**config.mk**
```make
export PLATFORM = sky130hd
export DESIGN_NAME = demod_step_gen
export DESIGN_NICKNAME = d
export VERILOG_FILES = /design/src/rtl/demod_step_gen.sv
export SDC_FILE = /design/constraint.sdc
export NUM_CORES = 1
export LEC_CHECK = 0
export ABC_AREA = 1
export BUFFER_PORTS_ARGS = -buffer_cell sky130_fd_sc_hd__buf_4
export CORE_ASPECT_RATIO = 0.6
export CORE_MARGIN = 1.5
export CORE_UTILIZATION = 50
export CTS_CLUSTER_DIAMETER = 100
export DETAILED_ROUTE_END_ITERATION = 8
export PLACE_DENSITY = 0.64
export REMOVE_ABC_BUFFERS = 1
export SYNTH_ARGS = -nofsm -noshare
export SYNTH_HDL_FRONTEND = slang
export SYNTH_SLANG_ARGS = --single-unit
```
**constraint.sdc**
```tcl
create_clock -name i_clk -period 9.2 [get_ports i_clk]
set_input_delay 0.46 -clock i_clk [delete_from_list [all_inputs] [get_ports i_clk]]
set_output_delay 0.46 -clock i_clk [all_outputs]
set_load 0.1 [all_outputs]
```
**src/rtl/demod_step_gen.sv**
```systemverilog
// rtl/demod_step_gen.sv - square-wave demodulator integrating high-minus-low error into a step word
module demod_step_gen #(
  parameter int ADC_BIT = 14,
  parameter int ACC_BIT = 32
) (
  input  logic                      i_clk,
  input  logic                      i_rst_n,
  input  logic signed [ADC_BIT-1:0] i_adc,
  input  logic                      i_status,
  input  logic                      i_trig,
  input  logic [15:0]               i_wait_cnt,
  input  logic [3:0]                i_avg_sel,
  input  logic [4:0]                i_gain_sel,
  input  logic                      i_polarity,
  input  logic                      i_fb_on,
  output logic signed [ACC_BIT-1:0] o_err,
  output logic signed [ACC_BIT-1:0] o_step,
  output logic                      o_step_vld,
  output logic                      o_miss
);

  localparam int SUM_W = ADC_BIT + 15;
  localparam int DIF_W = SUM_W + 1;

  typedef enum logic [1:0] {IDLE, WAIT, ACC, DONE} state_t;

  state_t                   state, state_nxt;
  logic                     status_q, status_qq, status_edge;
  logic [15:0]              wait_cnt, wait_cnt_nxt;
  logic [16:0]              smp_cnt, smp_cnt_nxt;
  logic [3:0]               avg_q, avg_q_nxt;
  logic                     half_q, half_nxt;
  logic signed [SUM_W-1:0]  acc, acc_nxt, adc_ext;
  logic signed [SUM_W-1:0]  sum_h, sum_l;
  logic                     vld_h, vld_l, latch_h, latch_l;

  logic signed [DIF_W-1:0]   diff, diff_sh;
  logic signed [ACC_BIT-1:0] e_raw, e_val, e_gain, step_sat;
  logic signed [ACC_BIT:0]   step_sum;

  assign status_edge = status_q ^ status_qq;
  assign adc_ext     = SUM_W'(i_adc);

  // An edge restarts acquisition from any state; a partial sum is simply abandoned.
  always_comb begin
    state_nxt    = state;
    wait_cnt_nxt = wait_cnt;
    smp_cnt_nxt  = smp_cnt;
    avg_q_nxt    = avg_q;
    half_nxt     = half_q;
    acc_nxt      = acc;
    latch_h      = 1'b0;
    latch_l      = 1'b0;
    if (status_edge) begin
      half_nxt  = status_q;
      avg_q_nxt = i_avg_sel;
      if (i_wait_cnt == 16'd0) begin
        state_nxt   = ACC;
        acc_nxt     = '0;
        smp_cnt_nxt = 17'd1 << i_avg_sel;
      end else begin
        state_nxt    = WAIT;
        wait_cnt_nxt = i_wait_cnt;
      end
    end else begin
      case (state)
        WAIT: begin
          if (wait_cnt == 16'd1) begin
            state_nxt   = ACC;
            acc_nxt     = '0;
            smp_cnt_nxt = 17'd1 << avg_q;
          end else begin
            wait_cnt_nxt = wait_cnt - 16'd1;
          end
        end
        ACC: begin
          acc_nxt     = acc + adc_ext;
          smp_cnt_nxt = smp_cnt - 17'd1;
          if (smp_cnt == 17'd1) begin
            state_nxt = DONE;
            latch_h   = half_q;
            latch_l   = ~half_q;
          end
        end
        default: ;
      endcase
    end
  end

  always_comb begin
    diff     = DIF_W'(sum_h) - DIF_W'(sum_l);
    diff_sh  = diff >>> avg_q;
    e_raw    = ACC_BIT'(diff_sh);
    e_val    = i_polarity ? -e_raw : e_raw;
    e_gain   = e_val >>> i_gain_sel;
    step_sum = (ACC_BIT+1)'(o_step) + (ACC_BIT+1)'(e_gain);
    step_sat = step_sum[ACC_BIT-1:0];
    // Sign bit disagreeing with the carry means the add overflowed.
    if (step_sum[ACC_BIT] != step_sum[ACC_BIT-1])
      step_sat = step_sum[ACC_BIT] ? {1'b1, {(ACC_BIT-1){1'b0}}} : {1'b0, {(ACC_BIT-1){1'b1}}};
  end

  always_ff @(posedge i_clk or negedge i_rst_n) begin
    if (!i_rst_n) begin
      state      <= IDLE;
      status_q   <= 1'b0;
      status_qq  <= 1'b0;
      wait_cnt   <= '0;
      smp_cnt    <= '0;
      avg_q      <= '0;
      half_q     <= 1'b0;
      acc        <= '0;
      sum_h      <= '0;
      sum_l      <= '0;
      vld_h      <= 1'b0;
      vld_l      <= 1'b0;
      o_err      <= '0;
      o_step     <= '0;
      o_step_vld <= 1'b0;
      o_miss     <= 1'b0;
    end else begin
      state     <= state_nxt;
      status_q  <= i_status;
      status_qq <= status_q;
      wait_cnt  <= wait_cnt_nxt;
      smp_cnt   <= smp_cnt_nxt;
      avg_q     <= avg_q_nxt;
      half_q    <= half_nxt;
      acc       <= acc_nxt;
      if (latch_h) sum_h <= acc_nxt;
      if (latch_l) sum_l <= acc_nxt;
      // A half finishing on the trig cycle survives the clear and belongs to the next period.
      vld_h <= latch_h | (vld_h & ~i_trig);
      vld_l <= latch_l | (vld_l & ~i_trig);

      o_step_vld <= i_trig;
      o_miss     <= i_trig & ~(vld_h & vld_l);
      if (i_trig) begin
        if (vld_h && vld_l) begin
          o_err  <= e_val;
          o_step <= i_fb_on ? step_sat : '0;
        end else if (!i_fb_on) begin
          o_step <= '0;
        end
      end
    end
  end

endmodule

```
==> impl_metrics.json, run 1 <==
{
  "cap_violations": 0,
  "yosysWarningCount": 0,
  "antenna_cells": 0,
  "core_mm2": 0.0381,
  "placementRows": 55,
  "htree_levels": 4,
  "nets": 3182,
  "grt_pass1_wl_mm": 98.3,
  "clock_sinks": 197,
  "syn2layout_area_growth_pct": 7.26,
  "cp_max_fo": 31,
  "grt_usage": 0.307,
  "clkLatencyLatePin_ps": 470,
  "die_h_um": 156,
  "drc": 0,
  "skew_ps": 21.1,
  "io_pins": 111,
  "syn-mean-instance-area_um2": 6.50,
  "cts_tree": "built",
  "worst_path_largest_cell_delay_ps": 410,
  "crit_path_top_delay_cell": "fa_1",
  "die_x_um": 258,
  "synth_edf_count": 0,
  "first_pass_iters": 6,
  "crit_path_start_kind": "flop",
  "routedWlPerCell_um": 17.2,
  "period_needed_ps": 8290,
  "rsz0062_at_grt": "no",
  "numPortBuffers": 110,
  "vias": 20000,
  "setup_viol": 0,
  "via_per_inst": 5.62,
  "overflow": 0,
  "grt_pass1_vias": 18200,
  "tightest_slew_ps": 1070,
  "dp_hpwl_mm": 48.8,
  "die_area_mm2": 0.0402,
  "synthFlopType": "dfrtp_1",
  "seq_area_mm2": 0.00493,
  "dp_cells": 3531,
  "max_freq_mhz": 121,
  "finalNonFillerCells": 3563,
  "routed_wirelength_mm": 61.1,
  "worst_setup_path_end_kind": "flop",
  "max-slew-margin-rel": 0.286,
  "path_clk_slew_ps": 80,
  "arrival_ps": 8650,
  "numCtsBuffers": 17,
  "mappedNetlistArea_mm2": 0.0195,
  "synthDistinctLibCells": 60,
  "n_fill_cell": 3842,
  "cp_common_cell": "nand3_1",
  "worstSetupPathType": "reg -> reg",
  "drv_slew": 0,
  "initial_core_util": 0.513,
  "antenna_left": 0,
  "worstPathRequired_ps": 9560,
  "async_reset_ff_frac": 1.00,
  "synthCells": 3002,
  "post-cts-setup-buffers": 0,
  "root_buffer": "clkbuf_16",
  "synth-seq-area-share": 0.253,
  "synth-seq-cells": 197,
  "finalCritPeriodShare": 0.901,
  "multi_input_area_mm2": 0.0123,
  "grt_start_max_net_pins": 73,
  "hp-class": "in -> reg",
  "first_iter_violations": 2339,
  "whs_ps": 94.1,
  "place.gp.congestion": 1.04,
  "setup_tns_ps": 0,
  "antenna_found_initial": 0,
  "hold_viol": 0,
  "drive_gt1_frac": 0.126,
  "status": "complete, no violations",
  "clockBufferDepth": 2
}
-- per-stage QoR --
| step | setup WS, ps | util | cell area, um^2 |
|---|---|---|---|
| floorplan | 1590 | - | 18600 |
| global placement | 1230 | 0.533 | 20300 |
| detailed placement | 1140 | 0.533 | 20300 |
| CTS | 1120 | 0.550 | 20900 |
| global route | 264 | 0.550 | 20900 |
| finish | 910 | 0.550 | 20900 |
-- worst max-delay path, delay by kind of cell (launching register included) --
family	cells	cell delay [ps]
AOI/OAI and AO/OA	12	2180
xor gates and xnor gates	1	180
adders and majority gates	5	1470
buffers and inverters	6	920
DFF	1	350
and+or+nand+nor	26	3060
-- area by class of cell --
cell class / count / share of cell area
Sequential cell: 197 / 0.236
Clock buffer: 18 / 0.0210
Inverter: 384 / 0.0691
Clock inverter: 13 / 0.00963
Multi-Input combinational cell: 2307 / 0.587
Timing Repair Buffer: 131 / 0.0474
Tap cell: 513 / 0.0307
-- state kept, by name (all words and copies together) (netlist names) --
| register | cells |
|---|---|
| sum_h | 29 |
| vld_l | 1 |
| vld_h | 1 |
| wait_cnt | 16 |
| o_step_vld | 1 |
| state | 2 |
| half_q | 1 |
| o_step | 32 |
| sum_l | 29 |
| status_qq | 1 |
| o_err | 32 |
| o_miss | 1 |
| status_q | 1 |
| avg_q | 4 |
| smp_cnt | 17 |
| acc | 29 |
-- cell usage after synthesis (all sizes together), types with 21 or more instances --
cell type  number  area share
a21oi         129       0.035
buf            31      0.0085
clkbuf         83       0.035
dfrtp         197        0.25
ha             96       0.062
inv           375       0.072
nand2         964        0.20
nand3         513        0.15
nand4          21      0.0067
nor2          172       0.039
o21ai         203       0.053
xnor2          26       0.012
xor2           28       0.013
-- what timing repair did --
item                                    in CTS  in global routing
endpoints found under the setup margin       0                  0
gates resized for setup                      0                  0
hold endpoints to repair                    56                  0
hold buffers                                 1                  0
-- cell usage in the layout (no fill, tap or decap), types with 5 or more instances in the layout --
cell type | netlist | final
a21boi_2 | 7 | 7
a21oi_1 | 121 | 121
a21oi_2 | 8 | 8
a22oi_1 | 12 | 12
a31oi_1 | 17 | 17
buf_4 | 2 | 129
clkbuf_16 | 0 | 17
clkinv_1 | 9 | 9
dfrtp_1 | 197 | 197
ha_1 | 96 | 96
inv_1 | 356 | 356
inv_2 | 17 | 17
nand2_1 | 880 | 880
nand2_2 | 69 | 69
nand2_4 | 14 | 14
nand3_1 | 447 | 447
nand3_2 | 65 | 65
nand4_1 | 21 | 21
nor2_1 | 154 | 154
nor2_2 | 9 | 9
nor2_4 | 7 | 7
nor3_1 | 19 | 19
o211ai_1 | 14 | 14
o21a_1 | 20 | 20
o21ai_0 | 173 | 173
o21ai_1 | 24 | 24
o21ai_2 | 6 | 6
o221ai_1 | 5 | 5
o31ai_1 | 9 | 9
or2_2 | 9 | 9
xnor2_1 | 26 | 26
xor2_1 | 28 | 28
-- metal layers --
| layer | part of all wire | track usage |
|---|---|---|
| met5 | 0.0019 | 0.0205 |
| met4 | 0.0053 | 0.0393 |
| met3 | 0.11 | 0.0877 |
| met2 | 0.35 | 0.387 |
| met1 | 0.53 | 0.502 |
-- worst paths after layout --
kind | startpoint | to | slack [ps] | depth (start not counted)
setup reg to reg | sum_h[0]$_DFFE_PN0P_ | o_step[0]$_DFFE_PN0P_ | 910 | 50
hold / removal | i_status | status_q$_DFF_PN0_ | 90 | 1
hold reg to reg | status_q$_DFF_PN0_ | status_qq$_DFF_PN0_ | 400 | 0
min in group asynchronous | i_rst_n | wait_cnt[0]$_DFFE_PN0P_ | 510 | 2
max in group asynchronous | i_rst_n | o_err[15]$_DFFE_PN0P_ | 7280 | 3
setup / recovery | sum_h[0]$_DFFE_PN0P_ | o_step[0]$_DFFE_PN0P_ | 910 | 50
-- cell families after synthesis --
logic type | synth area share
xor+xnor | 0.0242
flops | 0.253
compound gates | 0.133
buf+inv | 0.118
simple gates | 0.407
mux | 0.000513
fa+ha+maj | 0.0647
Power of run 1 is not shown: default switching activity piles up to over one toggle a cycle in this logic, so the estimate is an artifact.
==> run 2, diff against run 1 <==
--- a/config.mk
+++ b/config.mk
@@ -5,13 +5,13 @@
 export SDC_FILE = /design/constraint.sdc
 export NUM_CORES = 1
 export LEC_CHECK = 0
-export ABC_AREA = 1
 export BUFFER_PORTS_ARGS = -buffer_cell sky130_fd_sc_hd__buf_4
 export CORE_ASPECT_RATIO = 0.6
 export CORE_MARGIN = 1.5
 export CORE_UTILIZATION = 50
 export CTS_CLUSTER_DIAMETER = 100
 export DETAILED_ROUTE_END_ITERATION = 8
+export MAX_ROUTING_LAYER = met4
 export PLACE_DENSITY = 0.64
 export REMOVE_ABC_BUFFERS = 1
 export SYNTH_ARGS = -nofsm -noshare
==> run 2 against run 1 <==
Utilization increased by 16 points. Cell count is 1.2% higher. Synthesized cell count down 17%. Highest routed layer is now met4. The flow now finishes with violations (setup timing). Critical path type unchanged. Critical endpoint unchanged. Worst setup slack got worse by 1300 ps.
==> impl_metrics.json, run 2 <==
{
  "status": "finished, violations left",
  "violations": "setup timing",
  "powerDensity_mw_per_mm2": 427,
  "clockBufferDepth": 2,
  "hp-class": "in -> reg",
  "drc": 0,
  "regToRegSetupSlack_ps": -380,
  "via_per_inst": 6.54,
  "finalCritPeriodShare": 1.04,
  "tightest_slew_ps": 1110,
  "first_pass_iters": 6,
  "grt_pass1_vias": 21800,
  "synth_top_cell_by_area": "dfrtp_1",
  "mostFrequentLayoutCell": "buf_4",
  "numPortBuffers": 110,
  "grt_start_max_net_pins": 81,
  "synthCells": 2492,
  "root_buffer": "clkbuf_16",
  "setup_viol": 32,
  "yosysMostFrequentCell": "nand2_1",
  "cts_tree": "built",
  "vias": 23600,
  "setup_ws_ps": -378,
  "clkLatencyLatePin_ps": 470,
  "min_from": "i_status",
  "drv_slew": 0,
  "yosysTopAreaCellShare": 0.253,
  "die_h_um": 156,
  "arrival_ps": 9940,
  "yosysWarningCount": 0,
  "period_needed_ps": 9580,
  "worst-path-buf-inv": 7,
  "placementRows": 55,
  "routed_wirelength_mm": 82.8,
  "mappedNetlistArea_mm2": 0.0195,
  "rsz0062_at_grt": "yes",
  "place.gp.congestion": 1.09,
  "numCtsBuffers": 17,
  "vdd_drop_max_mv": 0.250,
  "r2r_cells": 42,
  "grt_usage": 0.417,
  "worstPathRequired_ps": 9560,
  "antenna_found_initial": 2,
  "worst_path_largest_cell_delay_ps": 550,
  "worstSetupPathType": "reg -> reg",
  "leakage_nw": 12.8,
  "antenna_left": 0,
  "holdPathEnd": "status_q$_DFF_PN0_",
  "clock_sinks": 197,
  "cp_common_cell": "buf_4",
  "cap_violations": 0,
  "synth_edf_count": 0,
  "hold_depth": 1,
  "max_freq_mhz": 104,
  "fin_util": 0.706,
  "first_iter_violations": 3112,
  "timing.rr.start": "sum_h[0]$_DFFE_PN0P_",
  "syn-mean-instance-area_um2": 7.81,
  "r2r-end": "o_step[0]$_DFFE_PN0P_",
  "crit_path_top_delay_cell": "or4_4",
  "grt_pass1_wl_mm": 127,
  "skew_ps": 17.0,
  "dp_hpwl_mm": 62.9,
  "synthDistinctLibCells": 93,
  "syn2layout_area_growth_pct": 38.0,
  "max-slew-margin-rel": 0.259,
  "place_ws_ps": -1640,
  "core_mm2": 0.0381,
  "synth_common_cells": "251 x nand2_1, 222 x nor2_1, 203 x o21ai_0",
  "nets": 3223,
  "overflow": 0,
  "reg_top3": "o_err (32), o_step (32)",
  "path_clk_slew_ps": 90,
  "p_total_mw": 11.5,
  "routedWlPerCell_um": 23.0,
  "synth-seq-area-share": 0.253,
  "synth_area_leaders": "dfrtp_1 25%, ha_1 6.2%, o21ai_0 5.2%, a21oi_1 4.9%, nand2_1 4.8%",
  "cp_max_fo": 8,
  "cp_top_family": "compound AO/OA/AOI/OAI gates",
  "async_reset_ff_frac": 1.00,
  "final_cell_mix": "703 x buf_4, 248 x nand2_1, 217 x nor2_1",
  "initial_core_util": 0.512,
  "synthFlopType": "dfrtp_1",
  "hold_viol": 0,
  "synth-seq-cells": 197,
  "die_x_um": 258,
  "crit_path_start_kind": "flop",
  "worst_setup_path_end_kind": "flop",
  "io_pins": 111,
  "die_area_mm2": 0.0402,
  "drive_gt1_frac": 0.325,
  "htree_levels": 4
}
[run 2: changes by cell type in the layout (fill, tap and decap cells not counted), sizes merged, moves of 51 or more]
cell and delta:
a21oi +61, buf +592, inv -274, mux2i +56, nand2 -713, nand3 -441, nor3 +51
[run 2: through the flow]
stage               std cells  TNS, ps  hold slack, ps  instance area (um^2)
global placement         3513   -41150             421                 24600
global route             3607   -19760            85.5                 26900
detailed placement       3513   -50820             429                 24600
finish                   3607   -10700            98.1                 26900
CTS                      3589        0            85.3                 26300
floorplan                2336   -34530             164                 18900
[run 2: layout make-up]
type	count	area [um^2]
Antenna cell	2	5.00
Clock buffer	17	425
Clock inverter	15	185
Fill cell	3003	11200
Inverter	106	400
Multi-Input combinational cell	2033	14700
Sequential cell	197	4930
Tap cell	513	642
Timing Repair Buffer	724	5630
[run 2: report_power, final]
group | total, mW | internal, mW | switching [mW]
clock network | 0.797 | 0.369 | 0.428
logic | 9.54 | 4.44 | 5.09
registers | 1.13 | 1.01 | 0.119
total | 11.5 | 5.83 | 5.64
[run 2: routing by layer]
layer  up-vias  track usage  share of wire
met2      1518        0.521           0.38
met5         -            -              0
met3        76        0.185           0.16
met1     11400        0.618           0.45
li1      10600            -              -
met4         0       0.0446         0.0069
[run 2: repair_timing]
item,in CTS,in global routing
setup buffers,42,16
resized for setup,159,77
endpoints found under the setup margin,32,32
pin swaps,67,75
endpoints found under the hold margin,49,0
cloned,3,1
hold buffers,1,0
[run 2: kinds of logic (layout without fill, tap and decap cells)]
kind of cell	count (synthesis)	count (layout)	synth area share
AO/OA/AOI/OAI	907	907	0.319
XOR/XNOR	96	96	0.0432
adder cells (fa/ha/maj)	99	99	0.0648
buffers and inverters	262	862	0.0506
flip-flops	197	197	0.253
multiplexers	108	108	0.0688
other	0	2	0
AND/OR/NAND/NOR	823	823	0.201
[run 2: worst max path at each step]
stage	slack, ps	cells after the start	startpoint	end
after global placement	-1330	40	sum_l[1]$_DFFE_PN0P_	o_step[0]$_DFFE_PN0P_
after detailed placement	-1640	40	sum_h[0]$_DFFE_PN0P_	o_step[0]$_DFFE_PN0P_
final	-380	42	sum_h[0]$_DFFE_PN0P_	o_step[0]$_DFFE_PN0P_
after CTS	7	45	sum_h[0]$_DFFE_PN0P_	o_step[0]$_DFFE_PN0P_
after floorplan	-1110	32	avg_q[0]$_DFFE_PN0N_	o_step[0]$_DFFE_PN0P_
after global routing	-680	44	sum_h[0]$_DFFE_PN0P_	o_step[0]$_DFFE_PN0P_
Note: power is estimated with default switching activity, not from simulation.
